`config.mk`:
```
export PLATFORM = sky130hd
export DESIGN_NAME = alu_sequencer_flat
export DESIGN_NICKNAME = d
export VERILOG_FILES = /design/src/rtl/alu_pkg.sv /design/src/rtl/alu_sequencer_if.sv /design/src/rtl/alu_sequencer_regfile.sv /design/src/rtl/alu_sequencer.sv /design/src/flat_wrapper.sv
export SDC_FILE = /design/constraint.sdc
export NUM_CORES = 1
export LEC_CHECK = 0
export ABC_CLOCK_PERIOD_IN_PS = 2700
export CAP_MARGIN = 10
export CORE_UTILIZATION = 50
export CTS_BUF_LIST = sky130_fd_sc_hd__clkbuf_8
export DETAILED_ROUTE_END_ITERATION = 10
export PLACE_DENSITY = 0.86
export SLEW_MARGIN = 20
export SYNTH_ARGS = -nofsm -noshare
export SYNTH_HDL_FRONTEND = slang
export SYNTH_SLANG_ARGS = --single-unit
```
`constraint.sdc`:
```
create_clock -name clk -period 2.7 [get_ports clk]
set_input_delay 0.405 -clock clk [delete_from_list [all_inputs] [get_ports clk]]
set_output_delay 0.405 -clock clk [all_outputs]
set_load 0.01 [all_outputs]
```
`src/rtl/alu_pkg.sv`:
```
// Shared types and instruction-word layout for the ALU issue sequencer.
package alu_pkg;

  localparam int unsigned W      = 9;
  localparam int unsigned NREGS  = 4;
  localparam int unsigned InstrW = 18;

  localparam int unsigned OpMsb     = 17;
  localparam int unsigned OpLsb     = 14;
  localparam int unsigned RdMsb     = 13;
  localparam int unsigned RdLsb     = 12;
  localparam int unsigned RaMsb     = 11;
  localparam int unsigned RaLsb     = 10;
  localparam int unsigned UseImmBit = 9;
  localparam int unsigned BMsb      = 8;
  localparam int unsigned BLsb      = 0;

  // 4'b1100..4'b1110 are unnamed: issued normally, the ALU returns 0
  typedef enum logic [3:0] {
    OpAnd   = 4'b0000,
    OpOr    = 4'b0001,
    OpNot   = 4'b0010,
    OpAdd   = 4'b0011,
    OpPassa = 4'b0100,
    OpShl   = 4'b0101,
    OpShr   = 4'b0110,
    OpSub   = 4'b0111,
    OpAdd2  = 4'b1000,
    OpSub2  = 4'b1001,
    OpPassb = 4'b1010,
    OpNop   = 4'b1011,
    OpHalt  = 4'b1111
  } opcode_e;

  typedef enum logic [1:0] {StIdle, StIssue, StWrite, StHalt} state_e;

endpackage

```
`src/rtl/alu_sequencer_if.sv`:
```
// Instruction handshake, ALU operand/result and writeback signals of the sequencer.
interface alu_sequencer_if
  import alu_pkg::*;
#(
  parameter int unsigned DW = alu_pkg::W
);
  logic              instr_valid;
  logic [InstrW-1:0] instr;
  logic              instr_ready;
  logic [DW-1:0]     alu_a;
  logic [DW-1:0]     alu_b;
  logic [3:0]        alu_op;
  logic [DW-1:0]     alu_out;
  logic              result_valid;
  logic [DW-1:0]     result_data;
  logic [1:0]        result_rd;
  logic              halted;

  modport slave (
    input  instr_valid, instr, alu_out,
    output instr_ready, alu_a, alu_b, alu_op, result_valid, result_data, result_rd, halted
  );

  modport master (
    output instr_valid, instr, alu_out,
    input  instr_ready, alu_a, alu_b, alu_op, result_valid, result_data, result_rd, halted
  );
endinterface

```
`src/rtl/alu_sequencer_regfile.sv`:
```
// Register file: two combinational read ports, one synchronous write port, cleared on reset.
module alu_sequencer_regfile #(
  parameter int unsigned NREGS = 4,
  parameter int unsigned W     = 9
) (
  input  logic         clk,
  input  logic         reset,
  input  logic [1:0]   ra_idx,
  input  logic [1:0]   rb_idx,
  output logic [W-1:0] ra_data,
  output logic [W-1:0] rb_data,
  input  logic         we,
  input  logic [1:0]   wa,
  input  logic [W-1:0] wd
);

  logic [W-1:0] mem_q [NREGS];

  always_ff @(posedge clk or posedge reset) begin
    if (reset) begin
      for (int i = 0; i < int'(NREGS); i++) begin
        mem_q[i] <= '0;
      end
    end else if (we) begin
      mem_q[wa] <= wd;
    end
  end

  assign ra_data = mem_q[ra_idx];
  assign rb_data = mem_q[rb_idx];

endmodule

```
`src/rtl/alu_sequencer.sv`:
```
// Multicycle issue controller: accept, issue operands to the external ALU, write back.
module alu_sequencer
  import alu_pkg::*;
#(
  parameter int unsigned NREGS = 4,
  parameter int unsigned W     = alu_pkg::W
) (
  input logic            clk,
  input logic            reset,
  alu_sequencer_if.slave bus
);

  state_e            state_q;
  logic [InstrW-1:0] ir_q;
  logic              ready_q;
  logic [W-1:0]      alu_a_q;
  logic [W-1:0]      alu_b_q;
  logic [3:0]        alu_op_q;
  logic              rv_q;
  logic [W-1:0]      rdata_q;
  logic [1:0]        rrd_q;
  logic              halted_q;

  logic [3:0]   op;
  logic [1:0]   rd;
  logic [1:0]   ra;
  logic         use_imm;
  logic [W-1:0] bfield;
  logic [W-1:0] ra_data;
  logic [W-1:0] rb_data;
  logic         we;

  assign op      = ir_q[OpMsb:OpLsb];
  assign rd      = ir_q[RdMsb:RdLsb];
  assign ra      = ir_q[RaMsb:RaLsb];
  assign use_imm = ir_q[UseImmBit];
  assign bfield  = ir_q[BMsb:BLsb];

  // Commit happens at the end of WRITE, so the next ISSUE already sees it
  assign we = (state_q == StWrite) && (op != OpNop);

  alu_sequencer_regfile #(
    .NREGS (NREGS),
    .W     (W)
  ) u_regfile (
    .clk     (clk),
    .reset   (reset),
    .ra_idx  (ra),
    .rb_idx  (bfield[1:0]),
    .ra_data (ra_data),
    .rb_data (rb_data),
    .we      (we),
    .wa      (rd),
    .wd      (bus.alu_out)
  );

  always_ff @(posedge clk or posedge reset) begin
    if (reset) begin
      state_q  <= StIdle;
      ir_q     <= '0;
      ready_q  <= 1'b1;
      alu_a_q  <= '0;
      alu_b_q  <= '0;
      alu_op_q <= OpNop;
      rv_q     <= 1'b0;
      rdata_q  <= '0;
      rrd_q    <= '0;
      halted_q <= 1'b0;
    end else begin
      rv_q <= 1'b0;
      unique case (state_q)
        StIdle: begin
          if (bus.instr_valid && ready_q) begin
            ir_q    <= bus.instr;
            ready_q <= 1'b0;
            if (bus.instr[OpMsb:OpLsb] == OpHalt) begin
              state_q  <= StHalt;
              halted_q <= 1'b1;
            end else begin
              state_q <= StIssue;
            end
          end
        end
        StIssue: begin
          alu_a_q  <= ra_data;
          alu_b_q  <= use_imm ? bfield : rb_data;
          alu_op_q <= op;
          state_q  <= StWrite;
        end
        StWrite: begin
          if (op != OpNop) begin
            rv_q    <= 1'b1;
            rdata_q <= bus.alu_out;
            rrd_q   <= rd;
          end
          ready_q <= 1'b1;
          state_q <= StIdle;
        end
        StHalt: begin
          state_q <= StHalt;
        end
        default: state_q <= StIdle;
      endcase
    end
  end

  assign bus.instr_ready  = ready_q;
  assign bus.alu_a        = alu_a_q;
  assign bus.alu_b        = alu_b_q;
  assign bus.alu_op       = alu_op_q;
  assign bus.result_valid = rv_q;
  assign bus.result_data  = rdata_q;
  assign bus.result_rd    = rrd_q;
  assign bus.halted       = halted_q;

endmodule

```
`src/flat_wrapper.sv`:
```
// flat-port wrapper written by rule: the top's interface ports become plain ports
module alu_sequencer_flat import alu_pkg::*;
#(
  parameter int unsigned NREGS = 4,
  parameter int unsigned W     = alu_pkg::W
)
  (clk, reset, bus_instr_valid, bus_instr, bus_alu_out, bus_instr_ready, bus_alu_a, bus_alu_b, bus_alu_op, bus_result_valid, bus_result_data, bus_result_rd, bus_halted);
  alu_sequencer_if bus_i ();
  input logic clk;
  input logic reset;
  input wire logic [$bits(bus_i.instr_valid)-1:0] bus_instr_valid;
  input wire logic [$bits(bus_i.instr)-1:0] bus_instr;
  input wire logic [$bits(bus_i.alu_out)-1:0] bus_alu_out;
  output wire logic [$bits(bus_i.instr_ready)-1:0] bus_instr_ready;
  output wire logic [$bits(bus_i.alu_a)-1:0] bus_alu_a;
  output wire logic [$bits(bus_i.alu_b)-1:0] bus_alu_b;
  output wire logic [$bits(bus_i.alu_op)-1:0] bus_alu_op;
  output wire logic [$bits(bus_i.result_valid)-1:0] bus_result_valid;
  output wire logic [$bits(bus_i.result_data)-1:0] bus_result_data;
  output wire logic [$bits(bus_i.result_rd)-1:0] bus_result_rd;
  output wire logic [$bits(bus_i.halted)-1:0] bus_halted;
  assign bus_i.instr_valid = bus_instr_valid;
  assign bus_i.instr = bus_instr;
  assign bus_i.alu_out = bus_alu_out;
  assign bus_instr_ready = bus_i.instr_ready;
  assign bus_alu_a = bus_i.alu_a;
  assign bus_alu_b = bus_i.alu_b;
  assign bus_alu_op = bus_i.alu_op;
  assign bus_result_valid = bus_i.result_valid;
  assign bus_result_data = bus_i.result_data;
  assign bus_result_rd = bus_i.result_rd;
  assign bus_halted = bus_i.halted;
  alu_sequencer #(.NREGS(NREGS), .W(W)) u_core (.clk(clk), .reset(reset), .bus(bus_i));
endmodule
```
==> metrics.txt <==
status finished, final reports clean; asr flop ratio synth between 90% and 100%; worst hold path stage count 1; Top-Level Pins 66; leakage power 2.13 nW; Post-synth EDFFs 0; slowest stage cell, crit path nand2_1; Die X 92.8 um; Ys Warns 0; Mapped Area 4120 sq um; area grow syn2layout 23.3%; number of antenna diodes 0; routed len/inst 19.5 um; crit-path max cell delay between 400 and 500 ps; Max VDD drop 0.584 mV; FF+latch count, synth 92; Initial Utilization 52.5%; final worst setup slack 781 ps; Most used DFF post-synth dfrtp_1; initial antenna violation count 0; layout cells sized above 1 37.0%; GRT Total Usage 21.8%; TNS Setup 0 ps; max-slew violation count 0; drt total wl roughly 8500 um; largest cells by area after synthesis dfrtp_1, mux2_2, mux4_2; nets 361; HP Class flip-flop to flip-flop; Int Pwr 4.37 mW; unrepaired setup endpoints after global routing no; worst slew pin tran ~700 ps; CTS clk-pin slew, worst paths 80 ps; Clock Skew ~9.2 ps; post-synth top area cell dfrtp_1; drt first pass iters 4; largest net degree at the start of global routing 35; CP Class flip-flop to flip-flop; pwr dens 1280 nW/um^2; crit end category flip-flop; pre-CTS WS 755 ps; Clock Power Share 14.0%; post-synth top area share a little over half; global-route wire length before repair 14,000 um; worst-path fanout max 12; DP HPWL 5760 um; CTS tree done; Mean Syn Cell Area 15.9 sq um; Vias/cell between 5 and 6; WP data arrival roughly 2200 ps; Max Buffers Root-to-Sink 2; FP Rows 32; number of max-cap violations 0; # Post-CTS Setup Buffers 0; post-route ant nets 0; clock root buffer clkbuf_8; routed vias between 2,000 and 2,500; Reg2Reg Depth 4; # DRC 0; H-tree levels 3; vias in the first global route 2,668; P_sw about 2.1 mW; die area 8610 sq um; clk_lat worst skew roughly 360 ps; sequential area share after synthesis 56.0%; clock period minus worst slack 1920 ps; register share of total power 43.2%; syn_nets between 200 and 300; Sw Share about a third; TritonCTS Sinks 92; Hold Buf Count CTS 0; Critical Path, Cell by Cell inv_1 > ha_1 > nand2_1 > mux2_2; final setup violation count 0; CP Launch Type flip-flop; FMAX 0.521 GHz; 1st-iter DRT viols ~100; Unique masters post-synth 34; crit share post-route 71.1%; gpl congestion 0.770; Rel. slew slack 53.7%; CTS Buf Count 9; Hold Fails Final Rpt 0; Worst EP required around 2900 ps; Mapped Cells 259; Die Y 92.8 um; PortBufs 65; GR Overflow Total 0; core area 7850 sq um; Post-CTS Resized 0; Logic pwr share a little over two fifths
worst paths after layout:
check,start,end,slack [ps]
worst min-delay path,u_core.bus.halted,u_core.bus.halted,480
max in group asynchronous,reset,u_core.bus.instr_ready,1560
worst min register to register,u_core.bus.halted,u_core.bus.halted,480
worst max-delay path,u_core.state_q[0],u_core.bus.result_data[5],780
worst max register to register,u_core.state_q[0],u_core.bus.result_data[5],780
min in group asynchronous,reset,u_core.u_regfile.mem_q[15],490
power by group through the flow:
stage	Clock (mW)	Combinational [mW]	Sequential, mW
global placement	0	2.71	2.76
CTS	0.928	2.82	2.80
detailed placement	0	2.81	2.82
finish	0.908	2.79	2.81
floorplan	0	1.94	2.62
global route	0.984	3.00	2.90
state kept, by name, indices dropped and copies added, names as in the netlist:
register                 cells
u_core.bus.result_rd         2
u_core.bus.alu_op            4
u_core.u_regfile.mem_q      36
u_core.bus.alu_a             9
u_core.bus.instr_ready       1
u_core.bus.alu_b             9
u_core.ir_q                 18
u_core.state_q               2
u_core.bus.result_data       9
u_core.bus.halted            1
u_core.bus.result_valid      1
critical path: cells and delay by family, from the launching register on:
family,cells,cell delay [ps]
and+or+nand+nor,1,490
muxes,1,440
DFF,1,410
adders and majority gates,1,340
buffers and inverters,1,120
routing by layer:
| layer | global-route usage (%) | routed length, um | vias up |
|---|---|---|---|
| met4 | 8.46 | 133 | 0 |
| met1 | 28.6 | 3700 | 1304 |
| met5 | 0 | 0 | - |
| li1 | - | - | 1100 |
| met2 | 36.6 | 4380 | 55 |
| met3 | 3.37 | 268 | 11 |
synthesized netlist by cell type (2+ instances only):
| master | count |
|---|---|
| dfrtp_1 | 88 |
| mux2_2 | 69 |
| mux4_2 | 14 |
| nor2_1 | 12 |
| mux2i_1 | 11 |
| a21oi_1 | 9 |
| mux2_4 | 9 |
| inv_1 | 5 |
| buf_2 | 4 |
| dfstp_2 | 4 |
| ha_1 | 4 |
| nand2_1 | 4 |
| buf_6 | 3 |
| mux4_1 | 2 |
| nand4b_2 | 2 |
kinds of logic after synthesis:
family,synth area share (%)
muxes,34.0
adders and majority gates,1.21
AOI/OAI and AO/OA,2.00
DFF,56.0
and+or+nand+nor,4.53
buffers and inverters,2.25
cells in the final DEF, fill, tap and decap left out, types with 2 or more instances in the layout:
cell type,n
mux4_2,14
dfrtp_1,88
buf_12,3
ha_1,4
mux2_2,69
clkinvlp_4,5
nand2_1,4
clkdlybuf4s50_1,65
inv_1,5
mux2i_1,11
nor2_1,12
dfstp_2,4
mux2_4,9
mux4_1,2
clkbuf_8,9
nand4b_2,2
a21oi_1,9
stage by stage:
step           utilization (%)  power (mW)  hold WS (ps)  instance area, sq um  cells
2_1_floorplan                -        4.56           464                  4120    259
3_3_place_gp              62.3        5.47           453                  4890    418
3_5_place_dp              62.3        5.62           469                  4890    418
4_1_cts                   64.7        6.55           490                  5080    434
5_1_grt                   64.7        6.88           510                  5080    434
6_report                  64.7        6.50           484                  5080    434
area by class of cell:
cell class,count,area [sq um]
multi-input combinational,151,1720
inverter,5,22.5
timing repair buffer,68,711
tap,102,128
clock buffer,9,124
fill,597,2770
sequential,92,2310
clock inverter,7,68.8
Power figures use the tool's default switching activity.
